$ cat src/rtl/mmu_walk_if.sv
// mmu_walk_if: CPU request, memory handshake and translation status bundle for mmu_walk_seq.
// slave is the sequencer's view; master is the CPU/memory side.
interface mmu_walk_if;
    logic        req;
    logic        is_data;
    logic        wr;
    logic        mode;
    logic [31:0] mout;
    logic        mem_ack;
    logic        phase;
    logic        E;
    logic        mem_req;
    logic        mem_we;
    logic [31:0] pte_q;
    logic        busy;
    logic        done;
    logic        pf;
    logic        pf_wp;
    logic        bus_err;

    modport slave (
        input  req, is_data, wr, mode, mout, mem_ack,
        output phase, E, mem_req, mem_we, pte_q, busy, done, pf, pf_wp, bus_err
    );
    modport master (
        output req, is_data, wr, mode, mout, mem_ack,
        input  phase, E, mem_req, mem_we, pte_q, busy, done, pf, pf_wp, bus_err
    );
endinterface

$ cat src/rtl/mmu_walk_seq.sv
// mmu_walk_seq: sequences the PTE read, protection check and access cycle, with page-fault and ack-timeout reporting.
module mmu_walk_seq #(
    parameter int V_BIT   = 11,
    parameter int W_BIT   = 10,
    parameter int TIMEOUT = 16,
    parameter int CW      = 5
) (
    input logic         clk,
    input logic         reset,
    mmu_walk_if.slave   bus
);
    typedef enum logic [2:0] {IDLE, PTE, CHECK, ACCESS, DONE, FAULT, BERR} state_t;

    state_t        state, state_n;
    logic          l_data, l_wr, l_mode, wp_q;
    logic [31:0]   pte_q;
    logic [CW-1:0] cnt;
    logic          tmo;

    assign tmo = cnt == CW'(TIMEOUT - 1);

    always_comb begin
        state_n = state;
        case (state)
            IDLE:    if (bus.req) state_n = bus.mode ? PTE : ACCESS;
            PTE:     state_n = bus.mem_ack ? CHECK : (tmo ? BERR : PTE);
            CHECK:   state_n = (!pte_q[V_BIT] || (l_data && l_wr && !pte_q[W_BIT])) ? FAULT : ACCESS;
            ACCESS:  state_n = bus.mem_ack ? DONE : (tmo ? BERR : ACCESS);
            default: state_n = IDLE;
        endcase
    end

    // Any state change clears the wait counter, so it starts at zero on entry to PTE and ACCESS.
    always_ff @(posedge clk) begin
        if (reset) begin
            state  <= IDLE;
            l_data <= 1'b0;
            l_wr   <= 1'b0;
            l_mode <= 1'b0;
            wp_q   <= 1'b0;
            pte_q  <= '0;
            cnt    <= '0;
        end else begin
            state <= state_n;
            cnt   <= (state_n != state) ? '0 : cnt + 1'b1;
            if (state == IDLE && bus.req) begin
                l_data <= bus.is_data;
                l_wr   <= bus.wr;
                l_mode <= bus.mode;
            end
            if (state == PTE && bus.mem_ack) pte_q <= bus.mout;
            if (state == CHECK) wp_q <= pte_q[V_BIT];
        end
    end

    assign bus.busy    = state != IDLE;
    assign bus.E       = bus.busy && l_data;
    assign bus.mem_req = state == PTE || state == ACCESS;
    assign bus.phase   = state == ACCESS && l_mode;
    assign bus.mem_we  = state == ACCESS && l_data && l_wr;
    assign bus.pte_q   = pte_q;
    assign bus.done    = state == DONE;
    assign bus.pf      = state == FAULT;
    assign bus.pf_wp   = state == FAULT && wp_q;
    assign bus.bus_err = state == BERR;
endmodule
$ cat src/flat_wrapper.sv
// flat-port wrapper written by rule: the top's interface ports become plain ports
module mmu_walk_seq_flat 
#(
    parameter int V_BIT   = 11,
    parameter int W_BIT   = 10,
    parameter int TIMEOUT = 16,
    parameter int CW      = 5
)
  (clk, reset, bus_req, bus_is_data, bus_wr, bus_mode, bus_mout, bus_mem_ack, bus_phase, bus_E, bus_mem_req, bus_mem_we, bus_pte_q, bus_busy, bus_done, bus_pf, bus_pf_wp, bus_bus_err);
  mmu_walk_if bus_i ();
  input logic clk;
  input logic reset;
  input wire logic [$bits(bus_i.req)-1:0] bus_req;
  input wire logic [$bits(bus_i.is_data)-1:0] bus_is_data;
  input wire logic [$bits(bus_i.wr)-1:0] bus_wr;
  input wire logic [$bits(bus_i.mode)-1:0] bus_mode;
  input wire logic [$bits(bus_i.mout)-1:0] bus_mout;
  input wire logic [$bits(bus_i.mem_ack)-1:0] bus_mem_ack;
  output wire logic [$bits(bus_i.phase)-1:0] bus_phase;
  output wire logic [$bits(bus_i.E)-1:0] bus_E;
  output wire logic [$bits(bus_i.mem_req)-1:0] bus_mem_req;
  output wire logic [$bits(bus_i.mem_we)-1:0] bus_mem_we;
  output wire logic [$bits(bus_i.pte_q)-1:0] bus_pte_q;
  output wire logic [$bits(bus_i.busy)-1:0] bus_busy;
  output wire logic [$bits(bus_i.done)-1:0] bus_done;
  output wire logic [$bits(bus_i.pf)-1:0] bus_pf;
  output wire logic [$bits(bus_i.pf_wp)-1:0] bus_pf_wp;
  output wire logic [$bits(bus_i.bus_err)-1:0] bus_bus_err;
  assign bus_i.req = bus_req;
  assign bus_i.is_data = bus_is_data;
  assign bus_i.wr = bus_wr;
  assign bus_i.mode = bus_mode;
  assign bus_i.mout = bus_mout;
  assign bus_i.mem_ack = bus_mem_ack;
  assign bus_phase = bus_i.phase;
  assign bus_E = bus_i.E;
  assign bus_mem_req = bus_i.mem_req;
  assign bus_mem_we = bus_i.mem_we;
  assign bus_pte_q = bus_i.pte_q;
  assign bus_busy = bus_i.busy;
  assign bus_done = bus_i.done;
  assign bus_pf = bus_i.pf;
  assign bus_pf_wp = bus_i.pf_wp;
  assign bus_bus_err = bus_i.bus_err;
  mmu_walk_seq #(.V_BIT(V_BIT), .W_BIT(W_BIT), .TIMEOUT(TIMEOUT), .CW(CW)) u_core (.clk(clk), .reset(reset), .bus(bus_i));
endmodule
$ cat config.mk
export PLATFORM = sky130hd
export DESIGN_NAME = mmu_walk_seq_flat
export DESIGN_NICKNAME = d
export VERILOG_FILES = /design/src/rtl/mmu_walk_if.sv /design/src/rtl/mmu_walk_seq.sv /design/src/flat_wrapper.sv
export SDC_FILE = /design/constraint.sdc
export NUM_CORES = 1
export LEC_CHECK = 0
export ABC_CLOCK_PERIOD_IN_PS = 1700
export BUFFER_PORTS_ARGS = -buffer_cell sky130_fd_sc_hd__buf_2
export CORE_MARGIN = 2
export CORE_UTILIZATION = 46
export DETAILED_ROUTE_END_ITERATION = 12
export PLACE_DENSITY = 0.84
export SLEW_MARGIN = 20
export SYNTH_ARGS = -nofsm -noshare
export SYNTH_HDL_FRONTEND = slang
export SYNTH_SLANG_ARGS = --single-unit
$ cat constraint.sdc
create_clock -name clk -period 1.7 [get_ports clk]
set_input_delay 0.085 -clock clk [delete_from_list [all_inputs] [get_ports clk]]
set_output_delay 0.085 -clock clk [all_outputs]
set_load 0.005 [all_outputs]
* After elaboration in Yosys (flattened, before gate mapping)
Cells that the tools add are included.
** Storage, ports and cells
- Register bits :: 44
- Input port bits :: 39
- Output and inout port bits :: 41
- Logic and storage cells :: 40
** Cells by class
- Add/subtract/negate cells :: 1
- Equality and inequality tests :: 8
- Muxes and demuxes :: 8
- Reduce and logical (&&, ||, !) cells :: 16
** Operator list (number)
- 2-to-1 mux 3 bit :: 6
- one-hot mux 3 bit (4 select lines) :: 1
- == test 3 bit, second input constant :: 3
- logical AND 1 bit :: 9
- == test 3 x 2 -> 1 bit, second input constant :: 2
- adder 5 x 1 -> 5 bit, second input constant :: 1
- == test 5 x 4 -> 1 bit, second input constant :: 1
- == test 3 x 1 -> 1 bit, second input constant :: 1
- zero test 3 bit :: 1
- inequality test 3 bit :: 1
- nonzero test 3 bit :: 1
- zero test 1 bit :: 2
- logical OR 1 bit :: 2
- 2-to-1 mux 2 bit :: 1
- OR reduction 2 bit :: 1

* Logic depth before layout (Yosys ltp)
- Depth after elaboration :: 7
- Gate-level depth with buffers :: 6
- Depth with buffers taken out :: 6

* Worst setup path before layout
OpenSTA, ideal clock, no wires.
- Kind :: reg2reg
- From :: reg u_core.cnt[0]
- To :: reg u_core.state[1]
- Arrival :: 1426 ps
- Required time :: 1626 ps
- Setup slack :: 200 ps
- Cell stages (with the launch flop) :: 7
- Path buffers :: 0
- Period minus slack after synthesis :: 1500 ps
- Path through :: dfxtp_1 -> ha_1 -> and3_1 -> ha_1 -> nor2_1 -> or4b_1 -> a31oi_1
** Between the ends
- Cells in the longest elaborated chain, start to end :: 4
** RTL lines
- from (decl) :: RTL line mmu_walk_seq.sv:17 : logic [CW-1:0] cnt;
- from (signal assigned) :: RTL line mmu_walk_seq.sv:45 : cnt <= (state_n != state) ? '0 : cnt + 1'b1;
- == test 5 x 4 -> 1 bit :: RTL line mmu_walk_seq.sv:20 : assign tmo = cnt == CW'(TIMEOUT - 1);
- 2-to-1 mux 3 bit (2 in a row) :: RTL line mmu_walk_seq.sv:26 : PTE: state_n = bus.mem_ack ? CHECK : (tmo ? BERR : PTE);
- one-hot mux 3 bit (4 select lines) :: RTL line mmu_walk_seq.sv:24 : case (state)
- to (signal assigned) :: RTL line mmu_walk_seq.sv:44 : state <= state_n;
- to (decl) :: RTL line mmu_walk_seq.sv:14 : state_t state, state_n;
Every way passes these cells.
A chain may end at the register's enable or synchronous reset.

* Worst setup path after layout
Ends and elaborated chain as after synthesis.

==> impl_metrics.ini <==
[finish]
final_util_pct = 62.36
fillCellCount = 352
design_area_um2 = 2266
finalNonFillerCells = 334
finish.net_count = 328
layout-drive-gt1-share_pct = 33.57
diodes = 0
area_growth_pct = 30.38

[clock_tree]
htreeDepth = 2
cts_hold_buf = 0
clkSinkCount = 44
clkTransAtPathRegs_ps = 70
cts_buffers = 5
cts-root-buf = clkbuf_8
clock_path_buffers = 2
cts_setup_buffers = 0
insertion_delay_ps = 280
cts_tree = done

[timing]
max_slew_margin_pct = 56.41
tns_ps = 0
hold_violations = 0
finalMaxSlewViolations = 0
finalCriticalPeriod_ps = 1600
clock_skew_ps = 3.083
rsz0062_at_grt = no
worstMarginPinSlew_ps = 653.8
finalSetupViolCount = 0
clock.fmax_mhz = 625.2
finalCritPeriodShare_pct = 94.09

[critical_path]
worstSetupStartpointType = flip-flop
reg2reg_to = u_core.state[1]
r2r_setup_slack_ps = 100
critical_path_required_ps = 1910
ff2ff_path_depth = 6
crit_path_end_kind = flip-flop
path_cells = ha_1, and3_1, ha_1, nor2_1, or4b_1, a31oi_1
cp_slowest_stage_delay_ps = 470
worstPathArrival_ps = 1810
worstSetupPathType = reg2reg
worstPathMaxFanout = 3
regToRegStartpoint = u_core.cnt[0]
slowest_stage = or4b_1
path_common_cell = ha_1

[min_path]
hp-start = bus_mout[0]
hold_end = u_core.bus.pte_q[0]
hold_path.class = in2reg
whs_path_depth = 3

[pwr]
switchingPower_w = 0.0004997
power.internal_w = 0.001647
ir_worst_vdd_uv = 604.4
p_clk_share_pct = 34.0
p_leak_nw = 1.039
p_sw_share_pct = 23.27
power_frac_seq_pct = 51.9
finalPower_w = 0.002147
combPwrFrac_pct = 14.2
powerDensity_nw_per_um2 = 947.6

[place]
place.port_buffers = 79
dpl_cell_area_um2 = 2166
place.gp.congestion = 0.8691
dp_cells = 328
place_hpwl_um = 2710

[logic_synthesis]
muxShareOfSynthArea_pct = 2.376
avgSynthCellArea_um2 = 8.237
synth-seq-area-share_pct = 50.68
synth-compound-area-share_pct = 11.95
synth_edf_count = 0
syn-num-nets = 252
synth-simple-area-share_pct = 27.72
synth_area_um2 = 1738
synth_fa_ha_area_share_pct = 1.440
ys_ff_latch = 44
synthXorXnorAreaFrac_pct = 1.008
ys_async_sr_fraction_pct = 0
synth.distinct_cells = 35
synth_flop_cell = dfxtp_1
yosys_warnings = 0
synth_cells = 211
synth_top_family_by_area = simple AND/OR/NAND/NOR gates

[global_routing]
grt_overflow = 0
grt_max_degree = 37
grt_usage_pct = 18.69
grt_pass1_wl_um = 6182
grt_pass1_vias = 1465
grt_antenna_before_repair = 0

[floorplan]
start_util_pct = 47.83
ioPinCount = 80
die_h_um = 65.47
coreArea_um2 = 3633
fp.dieArea_um2 = 4286
die_w_um = 65.47
rows = 22

[drt]
final_antenna_net_count = 0
routedWlPerCell_um = 11.40
routed_wirelength_um = 3806
drc = 0
num_vias = 1624
drt_first_pass_iters = 4
via_per_inst = 4.862
dr.first_iter.drc_count = 69

[flow_run]
maxCapViolCount = 0

[outcome]
status = complete, no violations
## power groups by stage
| stage | logic (W) | registers, W | clock network (W) |
|---|---|---|---|
| final | 0.000304 | 0.00111 | 0.000729 |
| after global placement | 0.000299 | 0.00113 | 0 |
| after detailed placement | 0.000308 | 0.00114 | 0 |
| after global routing | 0.000342 | 0.00112 | 0.000790 |
| after CTS | 0.000308 | 0.00111 | 0.000751 |
| after floorplan | 0.000170 | 0.00114 | 0 |
## logic make-up (layout without fill, tap and decap cells)
family | count (synthesis) | in the layout
xor+xnor | 2 | 2
fa+ha+maj | 2 | 2
simple gates | 100 | 100
buf+inv | 19 | 94
compound gates | 40 | 40
flops | 44 | 44
mux | 4 | 4
## layer usage
| metal | wire (um) | up-vias | share of wire (%) | global-route usage (%) |
|---|---|---|---|---|
| li1 | - | 844 | - | - |
| met1 | 1742 | 722 | 46 | 21.93 |
| met2 | 1773 | 56 | 47 | 32.02 |
| met3 | 261 | 2 | 6.9 | 5.308 |
| met4 | 28 | 0 | 0.74 | 7.552 |
| met5 | 0 | - | 0 | 0 |
## cells in the final DEF, fill, tap and decap left out, types with 2 or more instances in the layout
cell and count:
nor2_1 6, dfxtp_1 43, nor2b_1 2, inv_1 3
nand2_1 65, mux2i_1 3, buf_4 6, nor3_1 4
ha_1 2, a31oi_1 2, a21oi_1 34, and2_1 4
and3_1 2, nand2b_1 2, clkbuf_8 5, and3b_1 2
o21ai_0 2, buf_2 79, nor3b_1 2
## how the worst max path moves through the flow
stage                     depth (start not counted)         endpoint     startpoint
after floorplan                                   6  u_core.state[1]  u_core.cnt[0]
after global routing                              6  u_core.state[1]  u_core.cnt[0]
after detailed placement                          6  u_core.state[1]  u_core.cnt[0]
final                                             6  u_core.state[1]  u_core.cnt[0]
after global placement                            6  u_core.state[1]  u_core.cnt[0]
after CTS                                         6  u_core.state[1]  u_core.cnt[0]
## state kept, by name, summed over array words and instances (netlist names)
| name | cells |
|---|---|
| u_core.bus.pte_q | 32 |
| u_core.cnt | 5 |
| u_core.l_data | 1 |
| u_core.l_wr | 1 |
| u_core.l_mode | 1 |
| u_core.state | 3 |
| u_core.wp_q | 1 |
## Yosys cell counts (all sizes together) (2+ instances only)
cell type | number | area share (%)
nand2 | 65 | 14
nor2 | 6 | 1.3
dfxtp | 44 | 51
a21oi | 34 | 9.8
clkbuf | 5 | 1.1
nor3b | 2 | 0.86
buf | 11 | 3.1
and2 | 4 | 1.4
a31oi | 2 | 0.72
nor3 | 4 | 1.2
and3b | 2 | 1.0
ha | 2 | 1.4
nor4b | 2 | 1.4
nor2b | 2 | 0.72
mux2i | 3 | 1.7
inv | 3 | 0.65
nand2b | 2 | 0.72
o21ai | 2 | 0.58
and3 | 2 | 0.72
## worst max-delay path: cells and delay by family, from the launching register on
family	cells	cell delay [ps]
AOI/OAI and AO/OA	1	130
adders and majority gates	2	350
DFF	1	350
and+or+nand+nor	3	700
## final cells by class
class | instances | area, um^2 | area share [%]
Clock buffer | 5 | 68.82 | 3.037
Inverter | 3 | 11.26 | 0.4970
Clock inverter | 1 | 30.03 | 1.325
Timing Repair Buffer | 85 | 440.4 | 19.44
Tap cell | 48 | 60.06 | 2.650
Sequential cell | 44 | 882.1 | 38.93
Multi-Input combinational cell | 148 | 773.2 | 34.12
## per-stage QoR
step | setup WS [ps] | hold WS (ps)
finish | 100.4 | 31.32
global route | 5.877 | 20.11
CTS | 60.44 | 21.01
detailed placement | 82.17 | 331.8
global placement | 167.9 | 325.3
floorplan | 200.3 | 221.0
## what timing repair did
action	CTS	global route
gates resized for setup	0	1
hold endpoints to repair	0	0
endpoints found under the setup margin	0	6
Power figures use the tool's default switching activity.
